### config.mk
export PLATFORM = sky130hd
export DESIGN_NAME = exec_sequencer
export DESIGN_NICKNAME = d
export VERILOG_FILES = /design/src/rtl/seq_pkg.sv /design/src/rtl/exec_sequencer_prog_ctr.sv /design/src/rtl/exec_sequencer.sv
export SDC_FILE = /design/constraint.sdc
export NUM_CORES = 1
export LEC_CHECK = 0
export BUFFER_PORTS_ARGS = -buffer_cell sky130_fd_sc_hd__buf_4
export CORE_AREA = 3 3 86 88
export CTS_BUF_LIST = sky130_fd_sc_hd__clkbuf_8
export CTS_CLUSTER_SIZE = 8
export DETAILED_ROUTE_END_ITERATION = 16
export DIE_AREA = 0 0 89 91
export GPL_TIMING_DRIVEN = 0
export PLACE_DENSITY_LB_ADDON = 0.12
export SETUP_SLACK_MARGIN = 0.05
export SLEW_MARGIN = 20
export SYNTH_ARGS = -nofsm -noshare
export SYNTH_HDL_FRONTEND = slang
export SYNTH_SLANG_ARGS = --single-unit
### constraint.sdc
create_clock -name clk -period 1.7 [get_ports clk]
set_input_delay 0.34 -clock clk [delete_from_list [all_inputs] [get_ports clk]]
set_output_delay 0.34 -clock clk [all_outputs]
set_load 0.02 [all_outputs]
### src/rtl/seq_pkg.sv
// Shared definitions for the 9-bit-instruction datapath.
// The sequencer, control decoder and assembler all use these.
//   state_t    : sequencer FSM states
//   HALT_INSTR : opcode that ends a run (it is never latched into ir)
//   NOP_INSTR  : value ir holds after reset
package seq_pkg;

    typedef enum logic [2:0] {
        IDLE    = 3'd0,
        FETCH   = 3'd1,
        EXEC    = 3'd2,
        MEMWAIT = 3'd3,
        DONE    = 3'd4
    } state_t;

    localparam logic [8:0] HALT_INSTR = 9'h1FF;
    localparam logic [8:0] NOP_INSTR  = 9'h1FE;

    // True in the states that count toward cycle_count.
    function automatic logic is_busy(input state_t s);
        return (s == FETCH) || (s == EXEC) || (s == MEMWAIT);
    endfunction

endpackage

### src/rtl/exec_sequencer_prog_ctr.sv
// Program counter for the exec sequencer.
//   clk, reset_n  : clock, asynchronous active-low reset (pc -> 0)
//   clear         : load 0; a new run is starting
//   advance       : the current instruction retires; load the next pc
//   branch_taken  : take target instead of pc+1 when advancing
//   target        : branch target address
//   pc            : instruction ROM address
// pc+1 wraps from the top of the ROM to 0 because it is truncated to PC_W bits.
module prog_ctr #(
    parameter int PC_W = 10
) (
    input  logic            clk,
    input  logic            reset_n,
    input  logic            clear,
    input  logic            advance,
    input  logic            branch_taken,
    input  logic [PC_W-1:0] target,
    output logic [PC_W-1:0] pc
);

    logic [PC_W-1:0] pc_reg;
    logic [PC_W-1:0] pc_next;

    always_comb begin
        pc_next = pc_reg;
        if (clear) begin
            pc_next = '0;
        end else if (advance) begin
            pc_next = branch_taken ? target : pc_reg + PC_W'(1);
        end
    end

    always_ff @(posedge clk or negedge reset_n) begin
        if (!reset_n) begin
            pc_reg <= '0;
        end else begin
            pc_reg <= pc_next;
        end
    end

    assign pc = pc_reg;

endmodule

### src/rtl/exec_sequencer.sv
// Multi-cycle sequencer: owns the pc, fetches from the instruction ROM, latches
// the instruction for the decoder, qualifies writes and stalls for memory ops.
//   clk, reset_n  : clock, asynchronous active-low reset
//   start         : level; in IDLE or DONE it begins a run at pc 0
//   instr         : ROM data at pc (combinational ROM)
//   branch_taken  : decoder branch decision for ir
//   target        : branch target for ir
//   mem_op        : ir is a load or a store
//   pc            : instruction ROM address
//   ir            : latched instruction feeding the decoder
//   exec_en       : one-cycle write qualifier, once per retired instruction
//   busy          : high in FETCH/EXEC/MEMWAIT
//   done          : high in DONE
//   cycle_count   : busy cycles in the current/last run, saturating
module exec_sequencer
    import seq_pkg::*;
#(
    parameter int PC_W    = 10,
    parameter int INSTR_W = 9,
    parameter int MEM_LAT = 1,
    parameter int CNT_W   = 16
) (
    input  logic               clk,
    input  logic               reset_n,
    input  logic               start,
    input  logic [INSTR_W-1:0] instr,
    input  logic               branch_taken,
    input  logic [PC_W-1:0]    target,
    input  logic               mem_op,
    output logic [PC_W-1:0]    pc,
    output logic [INSTR_W-1:0] ir,
    output logic               exec_en,
    output logic               busy,
    output logic               done,
    output logic [CNT_W-1:0]   cycle_count
);

    localparam logic [INSTR_W-1:0] HALT_W = INSTR_W'(HALT_INSTR);
    localparam logic [INSTR_W-1:0] NOP_W  = INSTR_W'(NOP_INSTR);
    // MEMWAIT lasts MEM_LAT cycles: the counter is loaded with MEM_LAT-1 and
    // the write fires in the cycle it reads zero.
    localparam logic [2:0] WAIT_INIT = (MEM_LAT > 0) ? 3'(MEM_LAT - 1) : 3'd0;
    localparam logic       NO_STALL  = (MEM_LAT == 0);

    state_t             state_reg;
    logic [2:0]         wait_reg;
    logic [INSTR_W-1:0] ir_reg;
    logic               busy_reg;
    logic               done_reg;
    logic [CNT_W-1:0]   cycle_reg;
    logic               start_run;

    assign start_run = start && ((state_reg == IDLE) || (state_reg == DONE));

    always_comb begin
        exec_en = 1'b0;
        case (state_reg)
            EXEC:    exec_en = !mem_op || NO_STALL;
            MEMWAIT: exec_en = (wait_reg == 3'd0);
            default: exec_en = 1'b0;
        endcase
    end

    prog_ctr #(
        .PC_W(PC_W)
    ) u_prog_ctr (
        .clk          (clk),
        .reset_n      (reset_n),
        .clear        (start_run),
        .advance      (exec_en),
        .branch_taken (branch_taken),
        .target       (target),
        .pc           (pc)
    );

    always_ff @(posedge clk or negedge reset_n) begin
        if (!reset_n) begin
            state_reg <= IDLE;
            wait_reg  <= 3'd0;
            ir_reg    <= NOP_W;
            busy_reg  <= 1'b0;
            done_reg  <= 1'b0;
            cycle_reg <= '0;
        end else begin
            // Counting is driven by the current state so the cycle that
            // fetches HALT is included in the total.
            if (start_run) begin
                cycle_reg <= '0;
            end else if (is_busy(state_reg) && !(&cycle_reg)) begin
                cycle_reg <= cycle_reg + CNT_W'(1);
            end

            case (state_reg)
                IDLE, DONE: begin
                    if (start) begin
                        state_reg <= FETCH;
                        busy_reg  <= 1'b1;
                        done_reg  <= 1'b0;
                    end
                end
                FETCH: begin
                    if (instr == HALT_W) begin
                        state_reg <= DONE;
                        busy_reg  <= 1'b0;
                        done_reg  <= 1'b1;
                    end else begin
                        ir_reg    <= instr;
                        state_reg <= EXEC;
                    end
                end
                EXEC: begin
                    if (exec_en) begin
                        state_reg <= FETCH;
                    end else begin
                        wait_reg  <= WAIT_INIT;
                        state_reg <= MEMWAIT;
                    end
                end
                MEMWAIT: begin
                    if (wait_reg != 3'd0) begin
                        wait_reg <= wait_reg - 3'd1;
                    end else begin
                        state_reg <= FETCH;
                    end
                end
                default: begin
                    state_reg <= IDLE;
                    busy_reg  <= 1'b0;
                    done_reg  <= 1'b0;
                end
            endcase
        end
    end

    assign ir          = ir_reg;
    assign busy        = busy_reg;
    assign done        = done_reg;
    assign cycle_count = cycle_reg;

endmodule

==> metrics.yaml, run 1 <==
status:
  status: "finished, violations left"
  failed_checks: "setup timing"
sta:
  drv_slew: 0
  final.period_utilization: 1.21
  hold_slack_ns: 0.0400
  final.setup.tns_ns: -1.54
  finalClockSkew_ns: 0.00669
  period_minus_slack_ns: 2.06
  finalSetupViolCount: 22
  relSlewSlack: 0.550
  worst_slew_pin_slew_ns: 0.670
  hold_viol_final: 0
  fmax_mhz: 486
  setup_ws_ns: -0.357
  rsz0062_at_grt: "true"
grt:
  antenna_found_initial: 0
  first_global_vias: 2171
  grt.total_usage: 0.163
  grt_pass1_wl_um: 10600
  grt-ovfl-total: 0
  grt_max_degree: 44
final_layout:
  utilization: 0.516
  largest_reg_flops: 16
  antenna_cells: 0
  fillers: 639
  area_delta_synth_final_pct: 50.7
  finalNetCount: 359
  drive_gt1_frac: 0.518
hold_path:
  hp-class: "in -> async"
yosys:
  yosys-top-cells-area: "dfrtp_1 38%, dfstp_2 9.1%, nand2_1 3.9%"
  yosys_most_used_dff: "dfrtp_1"
  yosysWarnings: 0
  yosysUniqueCellTypes: 49
  async_flop_share: 1.00
  ys_ff_latch: 43
  ys_seq_area_frac: 0.472
  synth_cells: 234
  yosysTopAreaCell: "dfrtp_1"
  synth_edf_count: 0
  syn_nets: 262
  netlist_area_mm2: 0.00230
  avgSynthCellArea_um2: 9.83
  synth_top_area_share: 0.381
worst_setup_path:
  worst_r2r_path_depth: 9
  worstPathArrival_ns: 1.72
  worstSetupPathType: "reg -> out"
  endpoint: "exec_en"
  end_kind: "output pin"
  cp.required_ns: 1.36
  r2r_start: "wait_reg[0]$_DFFE_PN0P_"
  startpoint_type: "flop"
  cp_max_fo: 8
  reg2reg_slack_ns: -0.12
  reg2reg_to: "u_prog_ctr.pc[3]$_DFFE_PN0P_"
  crit_start: "wait_reg[0]$_DFFE_PN0P_"
routing:
  wl_per_cell_um: 15.3
  vias_per_cell: 5.33
  vias: 2198
  first_iter_violations: 113
  drc: 0
  ant_nets: 0
  routed_wl_um: 6320
  drt_pre_antenna_iters: 4
placed_design:
  globalplace.congestion: 0.809
  io_buffers: 60
  dp_hpwl_um: 4260
flow_run:
  maxCapViolations: 0
floorplanning:
  dieWidth_um: 89
  design.core.area_mm2: 0.00672
  fp.dieH_um: 91
  rows: 30
  io_pins: 62
  dieArea_mm2: 0.00810
  initial_core_util: 0.342
clock_network:
  cts_tree: "built"
  cts-root-buf: "clkbuf_8"
  cts.clk_slew.worst_paths_ns: 0.08
  clock-sinks: 43
  cts_max_level: 2
  clockBufferDepth: 2
  clk_latency_ns: 0.30
  numCtsBuffers: 5
  cts_hold_buf: 0
pwr:
  vdd_drop_max_mv: 0.747
  power.density_mw_per_mm2: 1320
  power_leakage_nw: 1.49
kinds of logic (layout without fill, tap and decap cells):
group,count (synthesis),in the layout,share of synthesized area
AO/OA/AOI/OAI,60,60,0.184
XOR/XNOR,4,4,0.0152
adder cells (fa/ha/maj),4,4,0.0218
buffers and inverters,19,117,0.0326
flip-flops,43,43,0.472
multiplexers,15,15,0.0691
AND/OR/NAND/NOR,89,89,0.206
power breakdown:
group	internal, W	switching (W)	total, W	leakage, nW
registers	0.00138	0.000279	0.00166	0.530
logic	0.00106	0.00121	0.00228	0.919
clock network	0.000282	0.000375	0.000657	0.0453
total	0.00272	0.00187	0.00459	1.49
worst max-delay path, stage by stage (launching register included):
cell and delay (ns):
dfrtp_1 0.39, inv_1 0.06, ha_2 0.18, ha_4 0.15
nor2b_4 0.04, or3_1 0.32, buf_6 0.14, clkinv_8 0.05
buf_8 0.10
timing repair:
| action | CTS | global route |
|---|---|---|
| pin swaps | 15 | 14 |
| endpoints found under the setup margin | 34 | 32 |
| endpoints found under the hold margin | 0 | 0 |
| setup buffers | 23 | 11 |
| gates resized for setup | 26 | 30 |
cells in the final DEF (no fill, tap or decap), types with 2 or more instances in the layout:
cell type / synthesis / layout
a21oi_1: 9 / 8
a22o_1: 3 / 3
a32oi_1: 3 / 3
and3_1: 2 / 2
buf_4: 0 / 89
buf_6: 0 / 5
clkbuf_1: 5 / 2
clkbuf_8: 0 / 5
dfrtp_1: 35 / 24
dfrtp_2: 0 / 11
dfstp_2: 8 / 8
ha_4: 0 / 2
inv_1: 9 / 9
mux2_2: 7 / 7
mux2i_1: 8 / 8
nand2_1: 24 / 23
nand2b_1: 3 / 2
nand3_1: 12 / 11
nand4_1: 9 / 9
nor2_1: 10 / 9
nor3_1: 6 / 3
nor3_2: 0 / 2
nor3b_2: 0 / 2
nor4_1: 5 / 2
nor4_2: 0 / 2
o211ai_1: 3 / 3
o21ai_0: 11 / 4
o21ai_1: 1 / 4
o21ai_2: 0 / 4
o22a_1: 2 / 2
o22ai_1: 2 / 2
o311ai_2: 0 / 3
o31a_1: 2 / 2
o31ai_1: 8 / 4
o31ai_2: 0 / 2
o31ai_4: 0 / 2
o41ai_1: 3 / 3
or3_1: 4 / 3
or4_4: 1 / 3
xnor2_1: 4 / 4
per-layer routing:
layer | track usage | routed length [um] | share of wire
met2 | 0.243 | 2880 | 0.46
met1 | 0.237 | 3050 | 0.48
met5 | 0 | 0 | 0
met4 | 0.0372 | 42 | 0.0066
met3 | 0.0417 | 346 | 0.055
cell usage after synthesis (2+ instances only):
cell type and number:
o211ai_1 3, mux2i_1 8, nand3_1 12, a21oi_1 9, ha_1 4, or3_1 4, inv_1 9, a32oi_1 3
o311ai_0 4, o22a_1 2, nor2_1 10, o31a_1 2, o22ai_1 2, o31ai_1 8, dfstp_2 8, o21ai_0 11
xnor2_1 4, clkbuf_1 5, or4_1 2, nor4_1 5, a22o_1 3, nor3b_1 3, mux2_2 7, dfrtp_1 35
nand2_1 24, nor2b_1 2, nand2b_1 3, a31o_2 2, nor3_1 6, buf_2 3, o41ai_1 3, o2bb2ai_1 2
nand4_1 9, and3_1 2
layout make-up:
cell class              count  area [um2]  share of cell area
flip-flops and latches     43        1100               0.317
clock buffers               5        68.8              0.0198
multi-input cells         172        1370               0.396
repair buffers             93         721               0.208
inverters                  10        50.0              0.0144
well taps                  80         100              0.0289
plain buffers               6        38.8              0.0112
clock inverters             3        16.3             0.00469
through the flow:
stage,worst slack [ns],total power (W),instances,cell area (um2)
after floorplan,-0.0874,0.00290,234,2390
after global placement,-0.310,0.00362,374,2940
after detailed placement,-0.324,0.00364,374,2940
after CTS,-0.375,0.00456,403,3290
after global routing,-0.446,0.00492,412,3470
final,-0.357,0.00459,412,3470
worst min-delay path by stage:
stage	startpoint	endpoint	slack, ns	cells after the start
after detailed placement	reset_n	u_prog_ctr.pc[5]$_DFFE_PN0P_	0.39	1
after floorplan	reset_n	busy$_DFFE_PN0P_	0.04	0
after global placement	reset_n	u_prog_ctr.pc[5]$_DFFE_PN0P_	0.38	1
final	reset_n	u_prog_ctr.pc[5]$_DFFE_PN0P_	0.04	1
after CTS	reset_n	u_prog_ctr.pc[3]$_DFFE_PN0P_	0.06	1
after global routing	reset_n	u_prog_ctr.pc[5]$_DFFE_PN0P_	0.08	1
Note: power is estimated with default switching activity, not from simulation.
==> run 2: changes to the inputs <==
TNS_END_PERCENT = 10   (was default)
==> run 2 against run 1 <==
  * The flow still finishes with violations (setup timing)
  * Via count decreased by 4.4%
  * Critical path depth decreased by 1
  * Highest routed layer unchanged
  * Largest cell class unchanged
  * Setup slack improved by 0.089 ns
  * Worst hold slack got worse by 0.017 ns
  * Register-to-register slack about the same
  * First-iteration DRC count decreased by 44%
  * Sequential power about the same
  * Total power decreased by 1.0%
  * Fmax increased by 4.5%
  * Cell count decreased by 4.6%
==> metrics.yaml, run 2 (synthesized netlist as in run 1, its figures left out) <==
worst_setup_path:
  crit_start: "wait_reg[0]$_DFFE_PN0P_"
  cp.required_ns: 1.36  # about the same
  reg2reg_to: "cycle_count[9]$_DFFE_PN0P_"
  r2r_start: "cycle_count[1]$_DFFE_PN0P_"
  reg2reg_slack_ns: -0.11  # about the same
  worst_r2r_path_depth: 6  # -3
  worstPathArrival_ns: 1.63  # -0.09 ns
  end_kind: "output pin"
  startpoint_type: "flop"
  cp_max_fo: 2  # -6
  worstSetupPathType: "reg -> out"
status:
  failed_checks: "setup timing"
  status: "finished, violations left"
final_layout:
  ff_latch_area_mm2: 0.00110  # -0.11%
  fin_area_mm2: 0.00322  # -7.1%
  antenna_cells: 0  # unchanged
  finalNetCount: 340  # -5.3%
  drive_gt1_frac: 0.428  # -0.0900
  final_common_cell: "buf_4"
  largest_reg_flops: 16  # unchanged
  utilization: 0.480  # -0.0367
  area_delta_synth_final_pct: 40.0
  fillers: 653  # +2.2%
  layout_common_cells: "73 x buf_4, 25 x dfrtp_1, 23 x nand2_1, 11 x nand3_1"
  multi_input_area_mm2: 0.00127  # -7.4%
floorplanning:
  dieArea_mm2: 0.00810  # unchanged
  io_pins: 62  # unchanged
  design.core.area_mm2: 0.00672  # unchanged
  initial_core_util: 0.342  # unchanged
  fp.dieH_um: 91  # unchanged
  dieWidth_um: 89  # unchanged
  rows: 30  # unchanged
routing:
  ant_nets: 0  # unchanged
  wl_per_cell_um: 15.3  # -0.27%
  vias: 2102  # -4.4%
  drc: 0  # unchanged
  drt_pre_antenna_iters: 4  # unchanged
  vias_per_cell: 5.35  # +0.26%
  routed_wl_um: 6010  # -4.9%
  first_iter_violations: 63  # -44%
sta:
  fmax_mhz: 508  # +4.5%
  setup_ws_ns: -0.268  # +0.0890 ns
  relSlewSlack: 0.599  # +0.0490
  final.setup.tns_ns: -1.29  # +0.250 ns
  rsz0062_at_grt: "true"
  finalSetupViolCount: 16  # -27%
  hold_viol_final: 0  # unchanged
  period_minus_slack_ns: 1.97  # -0.0890 ns
  final.period_utilization: 1.16  # -0.0523
  worst_slew_pin_slew_ns: 0.595  # -0.0745 ns
  finalClockSkew_ns: 0.00497  # -0.00172 ns
  drv_slew: 0  # unchanged
pwr:
  finalPower_w: 0.00454  # -1.0%
  power_leakage_nw: 1.39  # -7.1%
  power.density_mw_per_mm2: 1410  # +6.6%
  vdd_drop_max_mv: 0.696  # -6.8%
placed_design:
  io_buffers: 60  # unchanged
  globalplace.congestion: 0.754  # -6.8%
  pre_cts_ws_ns: -0.270  # +0.0546 ns
  dp_hpwl_um: 4200  # -1.3%
  postPlaceCellArea_mm2: 0.00292  # -0.64%
clock_network:
  numCtsBuffers: 5  # unchanged
  cts.clk_slew.worst_paths_ns: 0.08  # about the same
  cts_max_level: 2  # unchanged
  clk_latency_ns: 0.29  # about the same
  cts_hold_buf: 0  # unchanged
  clockBufferDepth: 2  # unchanged
  cts_tree: "built"
  cts-root-buf: "clkbuf_8"
  clock-sinks: 43  # unchanged
grt:
  grt_max_degree: 44  # unchanged
  met1_usage: 0.199  # -0.0385
  grt_util_met3: 0.0309  # -0.0109
  grt.total_usage: 0.150  # -0.0129
  use_met2: 0.248  # +0.00557
  antenna_found_initial: 0  # unchanged
  first_global_vias: 2021  # -6.9%
  grt-ovfl-total: 0  # unchanged
  top_usage_layer: "met2"
  grt_pass1_wl_um: 9820  # -7.2%
hold_path:
  hp-class: "in -> async"
flow_run:
  maxCapViolations: 0  # unchanged
-- run 2: changes by cell type in the layout (fill, tap and decap cells not counted), moves of 2 or more --
cell,before,now
buf_4,89,73
buf_6,5,0
nor3_1,3,6
nor3_2,2,0
nor4_2,2,0
o21ai_0,4,8
o21ai_2,4,0
o311ai_1,0,2
o311ai_2,3,1
o31ai_1,4,7
o31ai_4,2,0
-- run 2: layer usage --
metal,wire [um],share of wire
met1,2790,0.46
met2,2950,0.49
met4,67,0.011
met5,0,0
met3,203,0.034
-- run 2: through the flow --
step / hold WS (ns) / std cells
final: 0.0228 / 393
after global routing: 0.0676 / 393
after CTS: 0.0469 / 387
after detailed placement: 0.377 / 374
after global placement: 0.372 / 374
after floorplan: 0.0444 / 234
-- run 2: power breakdown --
part           internal (W)  switching (W)  leakage (nW)
Clock              0.000428       0.000351        0.0607
Sequential          0.00137       0.000275         0.531
Combinational      0.000976        0.00114         0.796
Total               0.00277        0.00177          1.39
-- run 2: repair_timing --
| action | 4_1_cts | 5_1_grt |
|---|---|---|
| gates resized for setup | 15 | 18 |
| setup buffers | 6 | 7 |
| pin swaps | 14 | 4 |
| endpoints found under the setup margin | 34 | 34 |
-- run 2: worst max path at each step --
stage | end | slack [ns] | depth (start not counted)
finish | exec_en | -0.27 | 7
global route | exec_en | -0.33 | 7
CTS | exec_en | -0.37 | 8
detailed placement | ir[0]$_DFFE_PN0P_ | -0.27 | 6
global placement | ir[0]$_DFFE_PN0P_ | -0.27 | 6
floorplan | cycle_count[12]$_DFFE_PN0P_ | -0.09 | 5
-- run 2: area by class of cell --
type | instances | share of cell area
inverter | 10 | 0.0155
multi-input combinational | 172 | 0.395
buffer | 7 | 0.0120
sequential | 43 | 0.341
clock inverter | 3 | 0.0117
clock buffer | 5 | 0.0214
timing repair buffer | 73 | 0.172
tap | 80 | 0.0311
-- run 2: worst max-delay path, stage by stage (launching register included) --
cell,delay [ns]
dfrtp_1,0.40
inv_2,0.08
ha_4,0.14
ha_4,0.15
nor2b_4,0.04
or3_4,0.37
clkinv_8,0.06
buf_8,0.10
